### config.mk
export PLATFORM = sky130hd
export DESIGN_NAME = video_scanout_flat
export DESIGN_NICKNAME = d
export VERILOG_FILES = /design/src/rtl/video_pkg.sv /design/src/rtl/video_scanout_if.sv /design/src/rtl/video_timing.sv /design/src/rtl/video_scanout.sv /design/src/flat_wrapper.sv
export SDC_FILE = /design/constraint.sdc
export NUM_CORES = 1
export LEC_CHECK = 0
export CORE_MARGIN = 10
export CORE_UTILIZATION = 35
export DETAILED_ROUTE_END_ITERATION = 10
export PLACE_DENSITY = 0.6
export SLEW_MARGIN = 20
export SYNTH_ARGS = -nofsm -noshare
export SYNTH_HDL_FRONTEND = slang
export SYNTH_SLANG_ARGS = --single-unit
export TNS_END_PERCENT = 30
### constraint.sdc
create_clock -name clk -period 2.9 [get_ports clk]
set_clock_uncertainty 0.2 [all_clocks]
set_input_delay 0.29 -clock clk [delete_from_list [all_inputs] [get_ports clk]]
set_output_delay 0.29 -clock clk [all_outputs]
set_load 0.03 [all_outputs]
### src/rtl/video_pkg.sv
// video_pkg: shared constants, counter widths and the stage
// bundle for the raster scan-out path.
package video_pkg;

   localparam logic MODE_1BPP  = 1'b0;
   localparam logic MODE_24BPP = 1'b1;

   localparam int H_ACTIVE_DEF = 800;
   localparam int H_FP_DEF     = 40;
   localparam int H_SYNC_DEF   = 128;
   localparam int H_BP_DEF     = 88;
   localparam int V_ACTIVE_DEF = 600;
   localparam int V_FP_DEF     = 1;
   localparam int V_SYNC_DEF   = 4;
   localparam int V_BP_DEF     = 23;

   localparam int H_TOTAL_DEF =
      H_ACTIVE_DEF + H_FP_DEF + H_SYNC_DEF + H_BP_DEF;
   localparam int V_TOTAL_DEF =
      V_ACTIVE_DEF + V_FP_DEF + V_SYNC_DEF + V_BP_DEF;

   function automatic int cnt_w(input int n);
      return (n > 1) ? $clog2(n) : 1;
   endfunction

   localparam int H_CW_DEF  = cnt_w(H_TOTAL_DEF);
   localparam int V_CW_DEF  = cnt_w(V_TOTAL_DEF);
   localparam int PIX_W_DEF = cnt_w(H_ACTIVE_DEF * V_ACTIVE_DEF + 1);

   typedef struct packed {
      logic       de;
      logic       hs;
      logic       vs;
      logic       fs;
      logic       md;
      logic [4:0] bit_idx;
   } pix_ctl_t;

endpackage

### src/rtl/video_scanout_if.sv
// video_scanout_if: framebuffer read port between the scan-out
// engine (master) and the framebuffer BRAM (slave).
interface video_scanout_if #(
   parameter int FB_AW = 19
) ();

   logic [FB_AW-1:0] framebuffer_addr;
   logic [31:0]      framebuffer_data;

   modport master (
      output framebuffer_addr,
      input  framebuffer_data
   );

   modport slave (
      input  framebuffer_addr,
      output framebuffer_data
   );

endinterface

### src/rtl/video_timing.sv
// video_timing: raster counters, active/sync windows, linear
// pixel index and frame-start strobe, all in counter (S0) time.
module video_timing
   import video_pkg::*;
#(
   parameter int H_ACTIVE = H_ACTIVE_DEF,
   parameter int H_FP     = H_FP_DEF,
   parameter int H_SYNC   = H_SYNC_DEF,
   parameter int H_BP     = H_BP_DEF,
   parameter int V_ACTIVE = V_ACTIVE_DEF,
   parameter int V_FP     = V_FP_DEF,
   parameter int V_SYNC   = V_SYNC_DEF,
   parameter int V_BP     = V_BP_DEF,
   parameter bit H_POL    = 1'b1,
   parameter bit V_POL    = 1'b1,
   parameter int PIX_W    = cnt_w(H_ACTIVE * V_ACTIVE + 1)
) (
   input  logic             clk,
   input  logic             rst_n,
   output logic             active,
   output logic             h_sync,
   output logic             v_sync,
   output logic             frame_start,
   output logic [PIX_W-1:0] pix_idx
);

   localparam int H_TOTAL = H_ACTIVE + H_FP + H_SYNC + H_BP;
   localparam int V_TOTAL = V_ACTIVE + V_FP + V_SYNC + V_BP;
   localparam int HW = cnt_w(H_TOTAL);
   localparam int VW = cnt_w(V_TOTAL);
   localparam int HS_LO = H_ACTIVE + H_FP;
   localparam int VS_LO = V_ACTIVE + V_FP;

   logic [HW-1:0] h_cnt;
   logic [VW-1:0] v_cnt;
   logic          h_end;
   logic          v_end;
   logic          h_win;
   logic          v_win;

   always_comb begin
      h_end = h_cnt == HW'(H_TOTAL - 1);
      v_end = v_cnt == VW'(V_TOTAL - 1);
      active = (32'(h_cnt) < H_ACTIVE) && (32'(v_cnt) < V_ACTIVE);
      h_win = (32'(h_cnt) >= HS_LO) && (32'(h_cnt) < HS_LO + H_SYNC);
      v_win = (32'(v_cnt) >= VS_LO) && (32'(v_cnt) < VS_LO + V_SYNC);
      h_sync = h_win ? H_POL : ~H_POL;
      v_sync = v_win ? V_POL : ~V_POL;
      frame_start = (h_cnt == '0) && (v_cnt == '0);
   end

   // pix_idx holds the index of the pixel at the current counters
   always_ff @(posedge clk) begin
      if (!rst_n) begin
         h_cnt   <= '0;
         v_cnt   <= '0;
         pix_idx <= '0;
      end else begin
         h_cnt <= h_end ? '0 : h_cnt + 1'b1;
         if (h_end)
            v_cnt <= v_end ? '0 : v_cnt + 1'b1;
         if (h_end && v_end)
            pix_idx <= '0;
         else if (active)
            pix_idx <= pix_idx + 1'b1;
      end
   end

endmodule

### src/rtl/video_scanout.sv
// video_scanout: framebuffer fetch and pixel formatting on top of
// video_timing; 24 bpp direct or 1 bpp two-colour palette.
module video_scanout
   import video_pkg::*;
#(
   parameter int H_ACTIVE = H_ACTIVE_DEF,
   parameter int H_FP     = H_FP_DEF,
   parameter int H_SYNC   = H_SYNC_DEF,
   parameter int H_BP     = H_BP_DEF,
   parameter int V_ACTIVE = V_ACTIVE_DEF,
   parameter int V_FP     = V_FP_DEF,
   parameter int V_SYNC   = V_SYNC_DEF,
   parameter int V_BP     = V_BP_DEF,
   parameter bit H_POL    = 1'b1,
   parameter bit V_POL    = 1'b1,
   parameter int FB_AW    = 19
) (
   input  logic                   clk,
   input  logic                   rst_n,
   input  logic                   mode,
   input  logic [23:0]            fg_color,
   input  logic [23:0]            bg_color,
   video_scanout_if.master        fb,
   output logic [23:0]            hdmi_data,
   output logic                   hdmi_h,
   output logic                   hdmi_v,
   output logic                   hdmi_de,
   output logic                   frame_start
);

   localparam int PW = cnt_w(H_ACTIVE * V_ACTIVE + 1);

   localparam pix_ctl_t CTL_IDLE = '{
      de: 1'b0, hs: ~H_POL, vs: ~V_POL, fs: 1'b0,
      md: MODE_24BPP, bit_idx: 5'd0
   };

   if ((H_ACTIVE * V_ACTIVE) % 32 != 0) begin : g_bad_size
      $error("video_scanout: frame size not a multiple of 32");
   end
   if (longint'(H_ACTIVE) * V_ACTIVE > (longint'(1) << FB_AW))
   begin : g_bad_aw
      $error("video_scanout: 24 bpp frame exceeds FB_AW");
   end

   logic          act0;
   logic          hs0;
   logic          vs0;
   logic          fs0;
   logic [PW-1:0] pix_idx;
   logic          mode_q;
   pix_ctl_t      s0;
   pix_ctl_t      s1;
   pix_ctl_t      s2;
   logic [23:0]   pix_rgb;

   video_timing #(
      .H_ACTIVE (H_ACTIVE),
      .H_FP     (H_FP),
      .H_SYNC   (H_SYNC),
      .H_BP     (H_BP),
      .V_ACTIVE (V_ACTIVE),
      .V_FP     (V_FP),
      .V_SYNC   (V_SYNC),
      .V_BP     (V_BP),
      .H_POL    (H_POL),
      .V_POL    (V_POL),
      .PIX_W    (PW)
   ) u_timing (
      .clk         (clk),
      .rst_n       (rst_n),
      .active      (act0),
      .h_sync      (hs0),
      .v_sync      (vs0),
      .frame_start (fs0),
      .pix_idx     (pix_idx)
   );

   // The first pixel of a frame already uses the mode being latched.
   always_comb begin
      s0         = CTL_IDLE;
      s0.de      = act0;
      s0.hs      = hs0;
      s0.vs      = vs0;
      s0.fs      = fs0;
      s0.md      = fs0 ? mode : mode_q;
      s0.bit_idx = pix_idx[4:0];
   end

   always_comb begin
      pix_rgb = '0;
      if (s2.de) begin
         if (s2.md == MODE_24BPP)
            pix_rgb = fb.framebuffer_data[23:0];
         else if (fb.framebuffer_data[s2.bit_idx])
            pix_rgb = fg_color;
         else
            pix_rgb = bg_color;
      end
   end

   always_ff @(posedge clk) begin
      if (!rst_n) begin
         mode_q              <= MODE_24BPP;
         fb.framebuffer_addr <= '0;
         s1                  <= CTL_IDLE;
         s2                  <= CTL_IDLE;
         hdmi_data           <= '0;
         hdmi_de             <= 1'b0;
         hdmi_h              <= ~H_POL;
         hdmi_v              <= ~V_POL;
         frame_start         <= 1'b0;
      end else begin
         if (fs0)
            mode_q <= mode;
         if (s0.md == MODE_24BPP)
            fb.framebuffer_addr <= FB_AW'(pix_idx);
         else
            fb.framebuffer_addr <= FB_AW'(pix_idx >> 5);
         s1          <= s0;
         s2          <= s1;
         hdmi_data   <= pix_rgb;
         hdmi_de     <= s2.de;
         hdmi_h      <= s2.hs;
         hdmi_v      <= s2.vs;
         frame_start <= s2.fs;
      end
   end

endmodule

### src/flat_wrapper.sv
// flat-port wrapper written by rule: the top's interface ports become plain ports
module video_scanout_flat import video_pkg::*;
#(
   parameter int H_ACTIVE = H_ACTIVE_DEF,
   parameter int H_FP     = H_FP_DEF,
   parameter int H_SYNC   = H_SYNC_DEF,
   parameter int H_BP     = H_BP_DEF,
   parameter int V_ACTIVE = V_ACTIVE_DEF,
   parameter int V_FP     = V_FP_DEF,
   parameter int V_SYNC   = V_SYNC_DEF,
   parameter int V_BP     = V_BP_DEF,
   parameter bit H_POL    = 1'b1,
   parameter bit V_POL    = 1'b1,
   parameter int FB_AW    = 19
)
  (clk, rst_n, mode, fg_color, bg_color, hdmi_data, hdmi_h, hdmi_v, hdmi_de, frame_start, fb_framebuffer_addr, fb_framebuffer_data);
  video_scanout_if #(.FB_AW(FB_AW)) fb_i ();
  input  logic clk;
  input  logic rst_n;
  input  logic mode;
  input  logic [23:0] fg_color;
  input  logic [23:0] bg_color;
  output logic [23:0] hdmi_data;
  output logic hdmi_h;
  output logic hdmi_v;
  output logic hdmi_de;
  output logic frame_start;
  output wire logic [$bits(fb_i.framebuffer_addr)-1:0] fb_framebuffer_addr;
  input wire logic [$bits(fb_i.framebuffer_data)-1:0] fb_framebuffer_data;
  assign fb_framebuffer_addr = fb_i.framebuffer_addr;
  assign fb_i.framebuffer_data = fb_framebuffer_data;
  video_scanout #(.H_ACTIVE(H_ACTIVE), .H_FP(H_FP), .H_SYNC(H_SYNC), .H_BP(H_BP), .V_ACTIVE(V_ACTIVE), .V_FP(V_FP), .V_SYNC(V_SYNC), .V_BP(V_BP), .H_POL(H_POL), .V_POL(V_POL), .FB_AW(FB_AW)) u_core (.clk(clk), .rst_n(rst_n), .mode(mode), .fg_color(fg_color), .bg_color(bg_color), .fb(fb_i), .hdmi_data(hdmi_data), .hdmi_h(hdmi_h), .hdmi_v(hdmi_v), .hdmi_de(hdmi_de), .frame_start(frame_start));
endmodule
==> metrics.md, run 1 <==
| Metric | Value |
|---|---|
| Antenna Cells | `0` |
| Post-synth top area cell | `dfxtp_1` |
| Fmax | `roughly 0.4 GHz` |
| Tmin final | `~2.5 ns` |
| Synth Area in Adders | `under 10%` |
| Post-synthesis simple-gate area fraction | `about a fifth` |
| Number of synthesized register bits | `between 100 and 150` |
| Total number of vias | `about 4300` |
| Die ar. | `19000 µm²` |
| Synth warn | `0` |
| Routed Antenna Nets | `0` |
| Clk slew on worst S/H paths | `around 0.070 ns` |
| Post-Synth XOR/XNOR Area | `5.21%` |
| Skew-Pair Late Insertion Delay | `0.35 ns` |
| Worst EP arrival | `~2.5 ns` |
| Post-synthesis mux area share | `under 10%` |
| Layout cells sized above 1 | `9.92%` |
| Vias in the first global route | `between 4000 and 5000` |
| TritonCTS buffer count | `9` |
| Number of synthesized flops with an enable pin | `0` |
| Share of the synthesized area in the top cell type | `roughly 44%` |
| Avg Cell Area, Syn | `slightly above 9 µm²` |
| Final hold vios | `0` |
| Total global routing overflow | `0` |
| Rel. slew slack | `between 30% and 40%` |
| DRC | `0` |
| Hold buffer count at cts | `0` |
| Routed vias/inst | `about 5.2` |
| Largest family of logic cells by synthesized area | `simple AND/OR/NAND/NOR gates` |
| Fin Setup TNS | `0 ns` |
| Clk sinks | `roughly 110` |
| Synth Area in Compound Gates | `20.0%` |
| CTS tree | `built` |
| Post-synth top cells | `dfxtp_1, nor2_1, o21ai_0` |
| Leak Pwr | `0.00222 µW` |
| WL/cell | `17.3 µm` |
| RePlAce Congestion | `0.922` |
| # port buffers | `129` |
| Register area | `between 2000 and 2500 µm²` |
| Fin crit share | `87.7%` |
| Hold Crit Class | `reg2reg` |
| Initial drt markers | `330` |
| Post-synth ARST share | `0%` |
| Status | `finished clean` |
| Layout Nets | `approximately 740` |
| CP max FO | `24` |
| PwrDens | `508 nW/µm²` |
| Initial antenna violation count | `0` |
| RSZ-0062 raised after global routing | `no` |
| Mapped Area | `between 4000 and 5000 µm²` |
| Seq/Total Area, Yosys | `a little over two fifths` |
| Die H | `138 µm` |
| Fin. max-slew vios | `0` |
| Final setup viols | `0` |
| Clk buf depth | `2` |
| I/O pins | `130` |
| Slew @ Worst Pin | `between 0.9 and 1 ns` |
| Detail Placement HPWL | `about 11000 µm` |
| Min Hold Slack | `about 0.24 ns` |
| WS Path Type | `reg2reg` |
| Cts repair resizes | `0` |
| Global-route wire length before repair | `around 22000 µm` |
| Worst vdd ir | `343 µV` |
| Netlist cell types | `48` |
| Post-Syn Instances | `between 500 and 600` |
| Area growth syn-to-layout | `35.4%` |
| Root Buffer | `clkbuf_16` |
| Rows | `between 40 and 50` |
| Crit path capture type | `flip-flop` |
| DRT Pass-1 Iters | `5` |
| CP required | `2.88 ns` |
| Most common cell in the synthesized netlist | `dfxtp_1` |
| # fillers | `~1300` |
| Routed WL | `14400 µm` |
| Post-CTS Repair Setup Buffers | `0` |
| Max Cap Viol | `0` |
| Initial core utilization | `between 30% and 40%` |
| Total track usage | `between 10% and 20%` |
| H-tree depth | `3` |
| Ys flop type | `dfxtp_1` |
| Syn nets | `~620` |
| CP startpoint kind | `flip-flop` |
| Die span in x | `roughly 140 µm` |
| Pin count of the biggest net entering global routing | `41` |
| CORE AREA | `around 14000 µm²` |
| Multi-input gate area | `between 2000 and 3000 µm²` |
| Top post-synthesis cells by area | `dfxtp_1, nor2_1, a41oi_1` |
-- metal layers --
layer / track usage [%] / routed length, µm / vias up
li1: - / - / 2149
met1: 18.9 / 6410 / 2043
met2: 23.8 / 6690 / 142
met3: 4.31 / 1170 / 10
met4: 4.11 / 142 / 0
met5: 0 / 0 / -
-- flip-flops by register name, indices dropped and copies added (netlist names) --
| name | count |
|---|---|
| u_core.fb.framebuffer_addr | 19 |
| u_core.frame_start | 1 |
| u_core.hdmi_data | 24 |
| u_core.hdmi_de | 1 |
| u_core.hdmi_h | 1 |
| u_core.hdmi_v | 1 |
| u_core.s1 | 10 |
| u_core.s2 | 10 |
| u_core.u_timing.h_cnt | 11 |
| u_core.u_timing.pix_idx | 19 |
| u_core.u_timing.v_cnt | 10 |
-- final timing paths --
check | cells after the start | slack [ns] | end | from
setup / recovery | 6 | 0.36 | u_core.hdmi_data[21] | u_core.s2[1]
hold / removal | 1 | 0.24 | u_core.hdmi_v | u_core.s2[7]
setup reg to reg | 6 | 0.36 | u_core.hdmi_data[21] | u_core.s2[1]
hold reg to reg | 1 | 0.24 | u_core.hdmi_v | u_core.s2[7]
-- logic make-up (layout without fill, tap and decap cells) --
group,Yosys count,count (layout)
and+or+nand+nor,193,193
AOI/OAI and AO/OA,131,131
DFF,107,107
buffers and inverters,50,172
xor gates and xnor gates,29,29
muxes,17,17
adders and majority gates,6,6
-- where the power goes --
group	total, µW	internal, µW	switching, µW
Sequential	1610	1540	62.5
Clock	1160	610	550
Combinational	586	271	315
Total	3350	2420	928
-- through the flow --
stage | std cells | utilization (%) | instance area [µm²] | power, µW | worst slack, ns
2_1_floorplan | 533 | - | 4870 | 1980 | 0.636
3_3_place_gp | 819 | 45.8 | 6310 | 2220 | 0.351
3_5_place_dp | 819 | 45.8 | 6310 | 2230 | 0.309
4_1_cts | 835 | 47.9 | 6590 | 3390 | 0.346
5_1_grt | 835 | 47.9 | 6590 | 3500 | 0.162
6_report | 835 | 47.9 | 6590 | 3350 | 0.356
-- layout make-up --
type / count / area share, %
clock buffers: 11 / 3.68
well taps: 180 / 3.42
clock inverters: 5 / 0.569
repair buffers: 141 / 20.9
inverters: 15 / 0.854
flip-flops and latches: 107 / 32.5
multi-input cells: 376 / 38.0
-- placed cells by master (no fill, tap or decap), types with 18 or more instances in the layout --
cell type,netlist,routed
dfxtp_1,107,107
nor2_1,59,59
or2_2,25,25
clkdlybuf4s50_1,0,129
nand3_1,18,18
xnor2_1,18,18
a211oi_1,27,27
o21ai_0,32,32
and2_1,26,26
a41oi_1,24,24
-- critical path, stage by stage, from the launching register on --
cell      delay (ns)
dfxtp_1         0.31
buf_4           0.29
mux2i_1         0.32
a22oi_1         0.10
nand3_1         0.14
and4_1          0.84
a211oi_1        0.17
Power figures use the tool's default switching activity.
==> inputs of run 2 (changes only) <==
--- a/config.mk
+++ b/config.mk
@@ -5,10 +5,12 @@
 export SDC_FILE = /design/constraint.sdc
 export NUM_CORES = 1
 export LEC_CHECK = 0
-export CORE_MARGIN = 10
+export CELL_PAD_IN_SITES_DETAIL_PLACEMENT = 1
+export CELL_PAD_IN_SITES_GLOBAL_PLACEMENT = 1
 export CORE_UTILIZATION = 35
 export DETAILED_ROUTE_END_ITERATION = 10
-export PLACE_DENSITY = 0.6
+export PLACE_DENSITY = 0.77
+export SKIP_LAST_GASP = 1
 export SLEW_MARGIN = 20
 export SYNTH_ARGS = -nofsm -noshare
 export SYNTH_HDL_FRONTEND = slang
==> run 2 against run 1 <==
Against the previous run: non-clock buffer count unchanged; power up 4.1%; register-to-register slack about the same; critical endpoint is now u_core.hdmi_data[2].
==> metrics.md, run 2 (synthesis gave the netlist of run 1 again) <==
| Metric | Value |
|---|---|
| RSZ-0062 raised after global routing | `no` |
| M3 GR Usage | `5.04% (+0.73 points)` |
| Initial antenna violation count | `0 (unchanged)` |
| Max Cap Viol | `0 (unchanged)` |
| Detail Placement HPWL | `10800 µm (+0.22%)` |
| Post-Layout Cell Count | `831 (-0.48%)` |
| DRT Pass-1 Iters | `5 (unchanged)` |
| Routed Antenna Nets | `0 (unchanged)` |
| I/O pins | `130 (unchanged)` |
| Post-CTS Repair Setup Buffers | `0 (unchanged)` |
| Initial drt markers | `264 (-20%)` |
| Levels on crit path | `6 (unchanged)` |
| Total global routing overflow | `0 (unchanged)` |
| Routed vias/inst | `5.29 (+1.8%)` |
| Pin count of the biggest net entering global routing | `50 (+22%)` |
| Fin Setup TNS | `0 ns (unchanged)` |
| Tmin final | `2.56 ns (+0.0148 ns)` |
| Skew-Pair Late Insertion Delay | `0.36 ns (about the same)` |
| Worst EP arrival | `2.54 ns (+0.02 ns)` |
| Cts repair resizes | `0 (unchanged)` |
| Layout Nets | `739 (unchanged)` |
| Global-route wire length before repair | `24000 µm (+6.7%)` |
| Antenna Cells | `0 (unchanged)` |
| Met1 Use GR | `25.0% (+6.1 points)` |
| Fin. max-slew vios | `0 (unchanged)` |
| WP buf/inv | `1 (unchanged)` |
| Fin crit share | `88.2% (+0.51 points)` |
| Rel. slew slack | `37.9% (+0.99 points)` |
| Final hold vios | `0 (unchanged)` |
| Grt met2 use | `37.8% (+14 points)` |
| Die span in x | `120 µm (-13%)` |
| Most common cell after layout, fill and taps aside | `clkdlybuf4s50_1` |
| Routed WL | `14800 µm (+2.7%)` |
| Clk buf depth | `2 (unchanged)` |
| Area growth syn-to-layout | `36.1%` |
| H-tree depth | `3 (unchanged)` |
| CP startpoint kind | `flip-flop` |
| Worst Hold Path Cells | `1 (unchanged)` |
| PwrDens | `526 nW/µm² (+3.5%)` |
| DRC | `0 (unchanged)` |
| Slew @ Worst Pin | `0.931 ns (-0.0148 ns)` |
| Clk sinks | `107 (unchanged)` |
| Most frequent cells in the layout | `clkdlybuf4s50_1, dfxtp_1, nor2_1, o21ai_0, a211oi_1` |
| Critical Path Max Stage Delay | `0.82 ns (-0.02 ns)` |
| Worst Reg2Reg Path Length in Cells | `6 (unchanged)` |
| Layout cells sized above 1 | `10.1% (+0.15 points)` |
| Crit path capture type | `flip-flop` |
| CP max FO | `24 (unchanged)` |
| Post-route cell area | `6630 µm² (+0.55%)` |
| Total number of vias | `4400 (+1.3%)` |
| Root Buffer | `clkbuf_16` |
| Cells after DPL | `815 (-0.49%)` |
| Clk slew on worst S/H paths | `0.08 ns (about the same)` |
| Top flop regs | `u_core.hdmi_data x24, u_core.fb.framebuffer_addr x19, u_core.u_timing.pix_idx x19` |
| WS Path Type | `reg2reg` |
| CTS tree | `built` |
| Reg with most FFs | `u_core.hdmi_data` |
| Leak Pwr | `0.00225 µW (+1.1%)` |
| Total track usage | `21.1% (+6.3 points)` |
| Crit-path cells | `buf_4 > mux2i_1 > a22oi_1 > nand3_1 > and4_1 > a211oi_1` |
| Delay-heaviest family, CP | `simple AND/OR/NAND/NOR gates` |
| WL/cell | `17.8 µm (+3.2%)` |
| TritonCTS buffer count | `9 (unchanged)` |
| Placement Cell Area | `6320 µm² (+0.12%)` |
| # port buffers | `129 (unchanged)` |
| RePlAce Congestion | `0.860 (-6.7%)` |
| Max reg flops | `24 (unchanged)` |
| Initial core utilization | `36.3% (+0.98 points)` |
| CORE AREA | `13400 µm² (-2.7%)` |
| Worst vdd ir | `399 µV (+16%)` |
| Final setup viols | `0 (unchanged)` |
| Hold buffer count at cts | `0 (unchanged)` |
| Hold Crit Class | `reg2reg` |
| Die ar. | `14400 µm² (-24%)` |
| Vias in the first global route | `4649 (+9.9%)` |
| Fmax | `0.391 GHz (-0.58%)` |
| CP required | `2.88 ns (about the same)` |
| Rows | `42 (-2.3%)` |
| Status | `finished clean` |
| # fillers | `1538 (+15%)` |
| Die H | `120 µm (-13%)` |
| R2r setup slk | `0.34 ns (about the same)` |
| Worst path slowest cell | `and4_1` |
| Gr busiest metal | `met2` |
==> run 2: power breakdown <==
part           total (µW)  switching [µW]  internal, µW
combinational         598             325           273
clock                1280             598           687
sequential           1610            63.3          1540
total                3490             986          2500
==> run 2: worst reg2reg max path, stage by stage, from the launching register on <==
cell	delay (ns)
dfxtp_1	0.31
buf_4	0.30
mux2i_1	0.29
a22oi_1	0.12
nand3_1	0.16
and4_1	0.82
a211oi_1	0.20
==> run 2: stage by stage <==
stage / power (µW) / hold slack [ns] / worst slack [ns] / util, %
CTS: 3530 / 0.241 / 0.329 / 49.5
detailed placement: 2240 / 0.223 / 0.292 / 47.2
global placement: 2220 / 0.217 / 0.318 / 47.2
floorplan: 1980 / 0.163 / 0.636 / -
finish: 3490 / 0.237 / 0.341 / 49.5
global route: 3650 / 0.249 / 0.194 / 49.5
==> run 2: layout make-up <==
| class | instances | area (µm²) | area share (%) |
|---|---|---|---|
| multi-input combinational | 376 | 2510 | 37.8 |
| sequential | 107 | 2140 | 32.3 |
| timing repair buffer | 141 | 1390 | 21.0 |
| clock buffer | 9 | 225 | 3.40 |
| tap | 176 | 220 | 3.32 |
| clock inverter | 7 | 83.8 | 1.26 |
| inverter | 15 | 56.3 | 0.849 |
==> run 2: worst paths after layout <==
kind,from,endpoint
setup / recovery,u_core.s2[1],u_core.hdmi_data[2]
hold / removal,u_core.s1[2],u_core.s2[2]
setup reg to reg,u_core.s2[1],u_core.hdmi_data[2]
hold reg to reg,u_core.s1[2],u_core.s2[2]
==> run 2: per-layer routing <==
metal	share of wire (%)	vias to the layer above	wire [µm]
met5	0	-	0
met4	1.5	0	223
met3	5.7	16	839
met2	50	116	7380
met1	43	2131	6360
li1	-	2137	-
